### config.mk
export PLATFORM = sky130hd
export DESIGN_NAME = axi_slave_regfile
export DESIGN_NICKNAME = d
export VERILOG_FILES = /design/src/rtl/axi_slave_regfile.sv
export SDC_FILE = /design/constraint.sdc
export NUM_CORES = 1
export LEC_CHECK = 0
export ABC_AREA = 1
export CORE_AREA = 2 2 260 262
export CTS_CLUSTER_SIZE = 25
export DETAILED_ROUTE_END_ITERATION = 12
export DIE_AREA = 0 0 262 264
export GPL_TIMING_DRIVEN = 0
export PLACE_DENSITY_LB_ADDON = 0.3
export SLEW_MARGIN = 20
export SYNTH_ARGS = -nofsm -noshare
export SYNTH_HDL_FRONTEND = slang
export SYNTH_SLANG_ARGS = --single-unit
export TNS_END_PERCENT = 10
### constraint.sdc
create_clock -name aclk -period 1.65 [get_ports aclk]
set_input_delay 0.33 -clock aclk [delete_from_list [all_inputs] [get_ports aclk]]
set_output_delay 0.33 -clock aclk [all_outputs]
set_load 0.005 [all_outputs]
### src/rtl/axi_slave_regfile.sv
// AXI4-Lite slave register file.
// Writes: independent one-deep AW and W buffers that commit together.
// Reads: one outstanding request, captured one edge after the AR handshake.
// RO_MASK marks registers whose read value comes from ro_in instead of storage.
module axi_slave_regfile #(
    parameter int C_S_AXI_DATA_WIDTH = 32,
    parameter int C_S_AXI_ADDR_WIDTH = 32,
    parameter int NUM_REGS           = 8,
    parameter logic [NUM_REGS-1:0] RO_MASK = '0
) (
    input  logic                                    aclk,
    input  logic                                    aresetn,
    input  logic [C_S_AXI_ADDR_WIDTH-1:0]           s_axi_awaddr,
    input  logic [2:0]                              s_axi_awprot,
    input  logic                                    s_axi_awvalid,
    output logic                                    s_axi_awready,
    input  logic [C_S_AXI_DATA_WIDTH-1:0]           s_axi_wdata,
    input  logic [C_S_AXI_DATA_WIDTH/8-1:0]         s_axi_wstrb,
    input  logic                                    s_axi_wvalid,
    output logic                                    s_axi_wready,
    output logic [1:0]                              s_axi_bresp,
    output logic                                    s_axi_bvalid,
    input  logic                                    s_axi_bready,
    input  logic [C_S_AXI_ADDR_WIDTH-1:0]           s_axi_araddr,
    input  logic [2:0]                              s_axi_arprot,
    input  logic                                    s_axi_arvalid,
    output logic                                    s_axi_arready,
    output logic [C_S_AXI_DATA_WIDTH-1:0]           s_axi_rdata,
    output logic [1:0]                              s_axi_rresp,
    output logic                                    s_axi_rvalid,
    input  logic                                    s_axi_rready,
    output logic [NUM_REGS*C_S_AXI_DATA_WIDTH-1:0]  reg_out,
    input  logic [NUM_REGS*C_S_AXI_DATA_WIDTH-1:0]  ro_in
);

    localparam int unsigned DW       = C_S_AXI_DATA_WIDTH;
    localparam int unsigned ADDR_LSB = $clog2(C_S_AXI_DATA_WIDTH / 8);
    localparam int unsigned IDX_W    = C_S_AXI_ADDR_WIDTH - ADDR_LSB;
    localparam int unsigned SEL_W    = (NUM_REGS > 1) ? $clog2(NUM_REGS) : 1;
    localparam logic [IDX_W-1:0] IDX_LIMIT = IDX_W'(NUM_REGS);
    localparam logic [1:0] RESP_OKAY   = 2'b00;
    localparam logic [1:0] RESP_SLVERR = 2'b10;

    // Write side state
    logic                  r_aw_full;
    logic [IDX_W-1:0]      r_aw_idx;
    logic                  r_awready;
    logic                  r_w_full;
    logic [DW-1:0]         r_wdata;
    logic [DW/8-1:0]       r_wstrb;
    logic                  r_wready;
    logic                  r_bvalid;
    logic [1:0]            r_bresp;
    logic [DW-1:0]         r_regs [NUM_REGS];

    // Read side state
    logic                  r_ar_pend;
    logic [IDX_W-1:0]      r_ar_idx;
    logic                  r_arready;
    logic                  r_rvalid;
    logic [DW-1:0]         r_rdata;
    logic [1:0]            r_rresp;

    logic                  w_aw_hs;
    logic                  w_w_hs;
    logic                  w_commit;
    logic                  w_aw_full_nxt;
    logic                  w_w_full_nxt;
    logic                  w_aw_in_range;
    logic [SEL_W-1:0]      w_aw_sel;
    logic                  w_wr_ok;
    logic [DW-1:0]         w_bmask;
    logic                  w_ar_hs;
    logic                  w_ar_in_range;
    logic [SEL_W-1:0]      w_ar_sel;
    logic [DW-1:0]         w_rd_data;
    logic [DW-1:0]         w_ro [NUM_REGS];
    logic                  w_unused;

    assign w_unused = ^{s_axi_awprot, s_axi_arprot,
                        s_axi_awaddr[ADDR_LSB-1:0], s_axi_araddr[ADDR_LSB-1:0]};

    assign w_aw_hs       = s_axi_awvalid & r_awready;
    assign w_w_hs        = s_axi_wvalid & r_wready;
    assign w_commit      = r_aw_full & r_w_full & ~r_bvalid;
    assign w_aw_full_nxt = (r_aw_full & ~w_commit) | w_aw_hs;
    assign w_w_full_nxt  = (r_w_full & ~w_commit) | w_w_hs;
    assign w_aw_in_range = (r_aw_idx < IDX_LIMIT);
    assign w_aw_sel      = r_aw_idx[SEL_W-1:0];
    assign w_wr_ok       = w_aw_in_range & ~RO_MASK[w_aw_sel];

    assign w_ar_hs       = s_axi_arvalid & r_arready;
    assign w_ar_in_range = (r_ar_idx < IDX_LIMIT);
    assign w_ar_sel      = r_ar_idx[SEL_W-1:0];

    // Ready flags are the registered complement of the next buffer occupancy
    always_ff @(posedge aclk or negedge aresetn) begin
        if (!aresetn) begin
            r_aw_full <= 1'b0;
            r_aw_idx  <= '0;
            r_awready <= 1'b0;
            r_w_full  <= 1'b0;
            r_wdata   <= '0;
            r_wstrb   <= '0;
            r_wready  <= 1'b0;
        end else begin
            r_aw_full <= w_aw_full_nxt;
            r_awready <= ~w_aw_full_nxt;
            r_w_full  <= w_w_full_nxt;
            r_wready  <= ~w_w_full_nxt;
            if (w_aw_hs) r_aw_idx <= s_axi_awaddr[C_S_AXI_ADDR_WIDTH-1:ADDR_LSB];
            if (w_w_hs) begin
                r_wdata <= s_axi_wdata;
                r_wstrb <= s_axi_wstrb;
            end
        end
    end

    // Write response: raised on commit, held until accepted
    always_ff @(posedge aclk or negedge aresetn) begin
        if (!aresetn) begin
            r_bvalid <= 1'b0;
            r_bresp  <= '0;
        end else if (w_commit) begin
            r_bvalid <= 1'b1;
            r_bresp  <= w_wr_ok ? RESP_OKAY : RESP_SLVERR;
        end else if (r_bvalid && s_axi_bready) begin
            r_bvalid <= 1'b0;
        end
    end

    for (genvar b = 0; b < C_S_AXI_DATA_WIDTH / 8; b++) begin : g_bmask
        assign w_bmask[b*8 +: 8] = {8{r_wstrb[b]}};
    end

    for (genvar g = 0; g < NUM_REGS; g++) begin : g_reg
        logic w_we;
        assign w_we = w_commit & w_wr_ok & (w_aw_sel == SEL_W'(g));

        // Byte-lane masked update of register g on a committed write
        always_ff @(posedge aclk or negedge aresetn) begin
            if (!aresetn)  r_regs[g] <= '0;
            else if (w_we) r_regs[g] <= (r_regs[g] & ~w_bmask) | (s_axi_wdata_mux(g));
        end

        assign w_ro[g]             = ro_in[g*DW +: DW];
        assign reg_out[g*DW +: DW] = RO_MASK[g] ? '0 : r_regs[g];
    end

    function automatic logic [DW-1:0] s_axi_wdata_mux(input int unsigned idx);
        s_axi_wdata_mux = (idx < NUM_REGS) ? (r_wdata & w_bmask) : '0;
    endfunction

    // Read data source for the captured address
    always_comb begin
        w_rd_data = '0;
        if (w_ar_in_range) begin
            w_rd_data = RO_MASK[w_ar_sel] ? w_ro[w_ar_sel] : r_regs[w_ar_sel];
        end
    end

    // Read channel: AR latched at the handshake edge, data captured on the next edge
    always_ff @(posedge aclk or negedge aresetn) begin
        if (!aresetn) begin
            r_ar_pend <= 1'b0;
            r_ar_idx  <= '0;
            r_arready <= 1'b0;
            r_rvalid  <= 1'b0;
            r_rdata   <= '0;
            r_rresp   <= '0;
        end else if (w_ar_hs) begin
            r_ar_pend <= 1'b1;
            r_ar_idx  <= s_axi_araddr[C_S_AXI_ADDR_WIDTH-1:ADDR_LSB];
            r_arready <= 1'b0;
        end else if (r_ar_pend) begin
            r_ar_pend <= 1'b0;
            r_rvalid  <= 1'b1;
            r_rdata   <= w_rd_data;
            r_rresp   <= w_ar_in_range ? RESP_OKAY : RESP_SLVERR;
        end else if (r_rvalid) begin
            if (s_axi_rready) begin
                r_rvalid  <= 1'b0;
                r_arready <= 1'b1;
            end
        end else begin
            r_arready <= 1'b1;
        end
    end

    assign s_axi_awready = r_awready;
    assign s_axi_wready  = r_wready;
    assign s_axi_bvalid  = r_bvalid;
    assign s_axi_bresp   = r_bresp;
    assign s_axi_arready = r_arready;
    assign s_axi_rvalid  = r_rvalid;
    assign s_axi_rdata   = r_rdata;
    assign s_axi_rresp   = r_rresp;

endmodule

==> summary.txt, run 1 <==
run status - complete, but fails checks
violated checks - setup timing
Layout area overhead - 42.8%
CP max FO - 8
CTS H-Tree Depth - 2
Detailed Route Iter0 Violations - 1832
most common cell after layout, fill and taps aside - nand2_1
Ys Warns - 0
# IOs - 666
# DRC - 0
CTS root buffer - clkbuf_16
port bufs - 397
Nets - 3086
die height - 264 um
Tcrit/Tclk final - 1.11
Placer Congestion - 0.905
Slew headroom - 0.521
CP Class - reg -> reg
clk_lat worst skew - 0.60 ns
CTS tree - built
Worst-Margin Slew - 0.719 ns
first-pass GRT wire length - 125 mm
wire length per cell - 24.0 um
Reg2Reg Depth - 11
RSZ-0062 raised after global routing - true
layout cells sized above 1 - 0.181
Reg clk slew, reported paths - 0.06 ns
Seq/Total Area, Yosys - 0.524
syn_area_per_cell - 8.51 um2
PD cells - 1360 mW/mm2
WP buf/inv - 3
min cycle time layout - 1.83 ns
DP Area - 0.0240 mm2
Num CTS Buffers - 48
Syn Inst Count - 2211
Critical Path AT - 2.30 ns
setup violators final - 261
core region area - 0.0666 mm2
vias per cell - 5.17
Cell variety after synth - 26
Congestion Overflow GR - 0
CP top delay family - simple AND/OR/NAND/NOR gates
row cnt - 95
leading area contributor after synthesis - dfrtp_1
Worst Clk Skew - 0.0233 ns
worst r2r src - r_aw_idx[28]$_DFFE_PN0P_
max-cap violation count - 0
Hold Fails Final Rpt - 0
area share of the largest cell type after synthesis - 0.524
Syn Std Cell Area - 0.0188 mm2
initial antenna violation count - 6
critical path launch point type - flip-flop
die footprint - 0.0692 mm2
crit path from - r_aw_idx[28]$_DFFE_PN0P_
Die Wd - 262 um
# diodes - 0
GRT Total Usage - 0.246
clock tree sinks - 394
Worst Path Required - 2.12 ns
via count - 18730
Worst Hold Slack - 0.187 ns
vias in the first global route - 18467
Fmax - 546 MHz
drt first pass iters - 5
CP max stage cell - dfrtp_1
peak supply drop - 0.767 mV
CP max stage delay - 0.38 ns
synth top area cells - dfrtp_1, nand2_1, nand4_1, nand3_1, mux2_2
largest net degree at the start of global routing - 98
CTS max path bufs - 3
Starting Density - 0.283
Synth Register Bits - 394
Final Worst Setup Slack - -0.181 ns
critical-path cell list - nor2_2 > nand2_1 > nor2_2 > nand2_2 > nor2_8 > buf_12 > buf_12 > buf_16 > nand3_4 > nand2_2 > nand2_1
post-DP HPWL - 63.0 mm
fin area - 0.0269 mm2
reg-to-reg slack, setup - -0.18 ns
Routed WL - 86.9 mm
Post-DRT Antenna Nets - 0
HP Class - in -> async
Worst setup EP type - flip-flop
most frequent cells in the layout - nand2_1, dfrtp_1, nand4_1
final slew viol count - 0
P_leak - 13.5 nW
-- repair_timing --
action / CTS / global route
setup endpoints to repair: 640 / 367
gates resized for setup: 652 / 148
gates cloned: 7 / 1
pin swaps: 27 / 23
hold endpoints to repair: 108 / 0
hold buffers: 1 / 0
buffers inserted: 43 / 4
-- cell usage after synthesis, drive strengths merged --
cell type,count
o21ai,5
buf,103
a21oi,7
nor2,41
nor3,9
dfrtp,394
nand4,257
inv,15
o21bai,1
clkbuf,88
conb,1
mux2,62
nand2,1004
nand3,224
-- layer usage --
metal	share of wire	GRT usage	vias up
met5	0.00071	0	-
met2	0.45	0.386	992
met1	0.41	0.331	9163
li1	-	-	8398
met4	0.032	0.0745	10
met3	0.099	0.0652	167
-- how the worst max path moves through the flow --
| stage | endpoint | cells past startpoint |
|---|---|---|
| floorplan | flip-flop | 9 |
| global placement | r_wdata[8]$_DFFE_PN0P_ | 1 |
| detailed placement | s_axi_rdata[21]$_DFFE_PN0P_ | 9 |
| CTS | flip-flop | 11 |
| global route | flip-flop | 11 |
| finish | flip-flop | 11 |
-- cells by family (layout without fill, tap and decap cells) --
| group | count (synthesis) | after routing | synth area share |
|---|---|---|---|
| AND/OR/NAND/NOR | 1535 | 1535 | 0.378 |
| flip-flops | 394 | 394 | 0.524 |
| buffers and inverters | 206 | 746 | 0.0569 |
| multiplexers | 62 | 62 | 0.0371 |
| AO/OA/AOI/OAI | 13 | 13 | 0.00359 |
| other | 1 | 2 | 0.000199 |
-- report_power, final --
group	leakage, nW	internal (mW)	switching [mW]
logic	7.47	4.25	10.1
clock network	0.782	6.33	4.35
registers	5.25	10.9	0.643
-- final cells by class --
class,instances,area [um2]
buffer,190,1560
inverter,15,70.1
sequential,394,9880
clock inverter,14,138
clock buffer,71,1440
fill,6697,39700
tap,873,1090
multi-input combinational,1612,8130
timing repair buffer,456,4540
-- per-stage QoR --
stage / total power, mW / setup TNS [ns] / util / setup slack, ns / instances
after floorplan: 19.2 / 0 / - / 0.116 / 2212
after global placement: 24.3 / -6979.42 / 0.359 / -17.40 / 3482
after detailed placement: 24.5 / -155.76 / 0.360 / -1.08 / 3486
after CTS: 36.3 / -26.02 / 0.401 / -0.218 / 3621
after global routing: 38.1 / -55.15 / 0.403 / -0.272 / 3625
final: 36.6 / -28.83 / 0.403 / -0.181 / 3625
Power figures use the tool's default switching activity.
==> run 2, diff against run 1 <==
PLACE_DENSITY_LB_ADDON = not set   (was 0.3)
==> run 2 against run 1 <==
  * The flow finishes with violations (hold timing, setup timing)
  * Die area unchanged
  * Combinational power about the same
  * Maximum frequency increased by 0.28%
  * Final cell count increased by 0.28%
  * Worst hold slack got worse by 0.52 ns
==> summary.txt, run 2 (synthesis results as in run 1) <==
run status - complete, but fails checks
violated checks - hold timing, setup timing
port bufs - 397
initial antenna violation count - 3
layout cells sized above 1 - 0.190
wire length per cell - 23.4 um
CP max FO - 8
Congestion Overflow GR - 0
setup TNS - -19.65 ns
P_leak - 13.8 nW
row cnt - 95
Final Worst Setup Slack - -0.175 ns
post-DP HPWL - 63.4 mm
Num CTS Buffers - 47
CTS H-Tree Depth - 2
Critical Path AT - 2.35 ns
most common cell after layout, fill and taps aside - nand2_1
Starting Density - 0.283
# DRC - 0
Layout Cells excl Fill - 3635
Reg clk slew, reported paths - 0.06 ns
clock tree sinks - 394
# diodes - 0
max-cap violation count - 0
setup violators final - 259
HP Class - in -> async
Worst-Margin Slew - 0.666 ns
placed cell count - 3486
core region area - 0.0666 mm2
clk_lat worst skew - 0.61 ns
# IOs - 666
# fillers - 6760
Hold Fails Final Rpt - 58
DP Area - 0.0240 mm2
Worst setup EP type - flip-flop
CP Class - reg -> reg
fin area - 0.0269 mm2
Sw Pwr - 15.0 mW
Layout area overhead - 42.8%
RSZ-0062 raised after global routing - true
Net Sw Frac - 0.415
CTS tree - built
sequential power share - 0.319
Fmax - 548 MHz
CP top delay family - simple AND/OR/NAND/NOR gates
Slew headroom - 0.556
CP max stage delay - 0.38 ns
most frequent cells in the layout - nand2_1, dfrtp_1, nand4_1
Die Wd - 262 um
WP buf/inv - 3
drt first pass iters - 6
CP max stage cell - dfrtp_1
via count - 18166
clock share of power - 0.285
Tcrit/Tclk final - 1.11
Worst Hold Slack - -0.330 ns
Post-DRT Antenna Nets - 0
PD cells - 1350 mW/mm2
first-pass GRT wire length - 123 mm
vias in the first global route - 18147
critical-path cell list - nor2_1 > nand2_1 > nor2_2 > nand2_4 > nor2_8 > buf_12 > buf_12 > bufbuf_16 > nand4_1 > nand2_1
Routed WL - 85.1 mm
Placer Congestion - 0.861
cell internal pwr - 21.2 mW
CTS max path bufs - 3
combinational power share - 0.397
largest net degree at the start of global routing - 94
Detailed Route Iter0 Violations - 1806
critical path launch point type - flip-flop
final slew viol count - 0
min cycle time layout - 1.83 ns
GRT Total Usage - 0.242
Nets - 3094
Worst Clk Skew - 0.0306 ns
peak supply drop - 0.935 mV
vias per cell - 5.00
total power - 36.2 mW
Worst Path Required - 2.18 ns
die footprint - 0.0692 mm2
die height - 264 um
CTS root buffer - clkbuf_16
==> run 2: changes by cell type in the layout (fill, tap and decap cells not counted), sizes merged, moves of 2 or more <==
cell and delta:
dlymetal6s2s +29, clkbuf +37, clkinv +4, clkdlybuf4s15 -11, inv +2, buf +7, dlygate4sd2 -57
==> run 2: final timing paths <==
| path | cells after the start | to | from | slack (ns) |
|---|---|---|---|---|
| max | 10 | flip-flop | r_aw_idx[4]$_DFFE_PN0P_ | -0.18 |
| min | 1 | s_axi_arready$_DFFE_PN0P_ | aresetn | -0.33 |
| max reg2reg | 10 | flip-flop | r_aw_idx[4]$_DFFE_PN0P_ | -0.18 |
| min reg2reg | 2 | s_axi_rdata[1]$_DFFE_PN0P_ | s_axi_rdata[1]$_DFFE_PN0P_ | 0.47 |
| max in group asynchronous | 4 | s_axi_bresp[1]$_DFFE_PN0P_ | aresetn | 0.33 |
| min in group aclk | 2 | s_axi_bvalid$_DFFE_PN0P_ | s_axi_bready | 0.28 |
==> run 2: layout make-up <==
cell class / count / area (um2) / share of cell area
flip-flops and latches: 394 / 9870 / 0.367
multi-input cells: 1613 / 8160 / 0.304
repair buffers: 464 / 4550 / 0.169
plain buffers: 190 / 1620 / 0.0604
clock buffers: 67 / 1340 / 0.0499
well taps: 873 / 1090 / 0.0407
clock inverters: 19 / 169 / 0.00629
inverters: 15 / 66.3 / 0.00247
==> run 2: stage by stage <==
| stage | worst slack, ns | utilization | hold slack, ns |
|---|---|---|---|
| 2_1_floorplan | 0.116 | - | 0.0344 |
| 4_1_cts | -0.198 | 0.398 | -0.345 |
| 3_5_place_dp | -1.13 | 0.360 | 0.291 |
| 5_1_grt | -0.228 | 0.404 | -0.316 |
| 3_3_place_gp | -18.09 | 0.359 | 0.463 |
| 6_report | -0.175 | 0.404 | -0.330 |
==> run 2: power groups by stage <==
| stage | logic, mW | registers [mW] | clock network, mW |
|---|---|---|---|
| CTS | 14.0 | 11.5 | 10.5 |
| floorplan | 7.71 | 11.5 | 0 |
| global route | 15.2 | 11.7 | 10.9 |
| finish | 14.4 | 11.5 | 10.3 |
| global placement | 12.8 | 11.6 | 0 |
| detailed placement | 12.9 | 11.6 | 0 |
==> run 2: per-layer routing <==
layer / global-route usage / wire length, um / vias to the layer above
met2: 0.388 / 39000 / 753
li1: - / - / 8425
met5: 0 / 25 / -
met1: 0.302 / 34100 / 8834
met3: 0.0886 / 9180 / 150
met4: 0.0750 / 2810 / 4
==> run 2: repair_timing <==
| item | in CTS | in global routing |
|---|---|---|
| endpoints found under the setup margin | 621 | 462 |
| cloned | 6 | 1 |
| setup buffers | 50 | 7 |
| hold endpoints to repair | 58 | 58 |
| pin swaps | 23 | 36 |
| resized for setup | 533 | 331 |
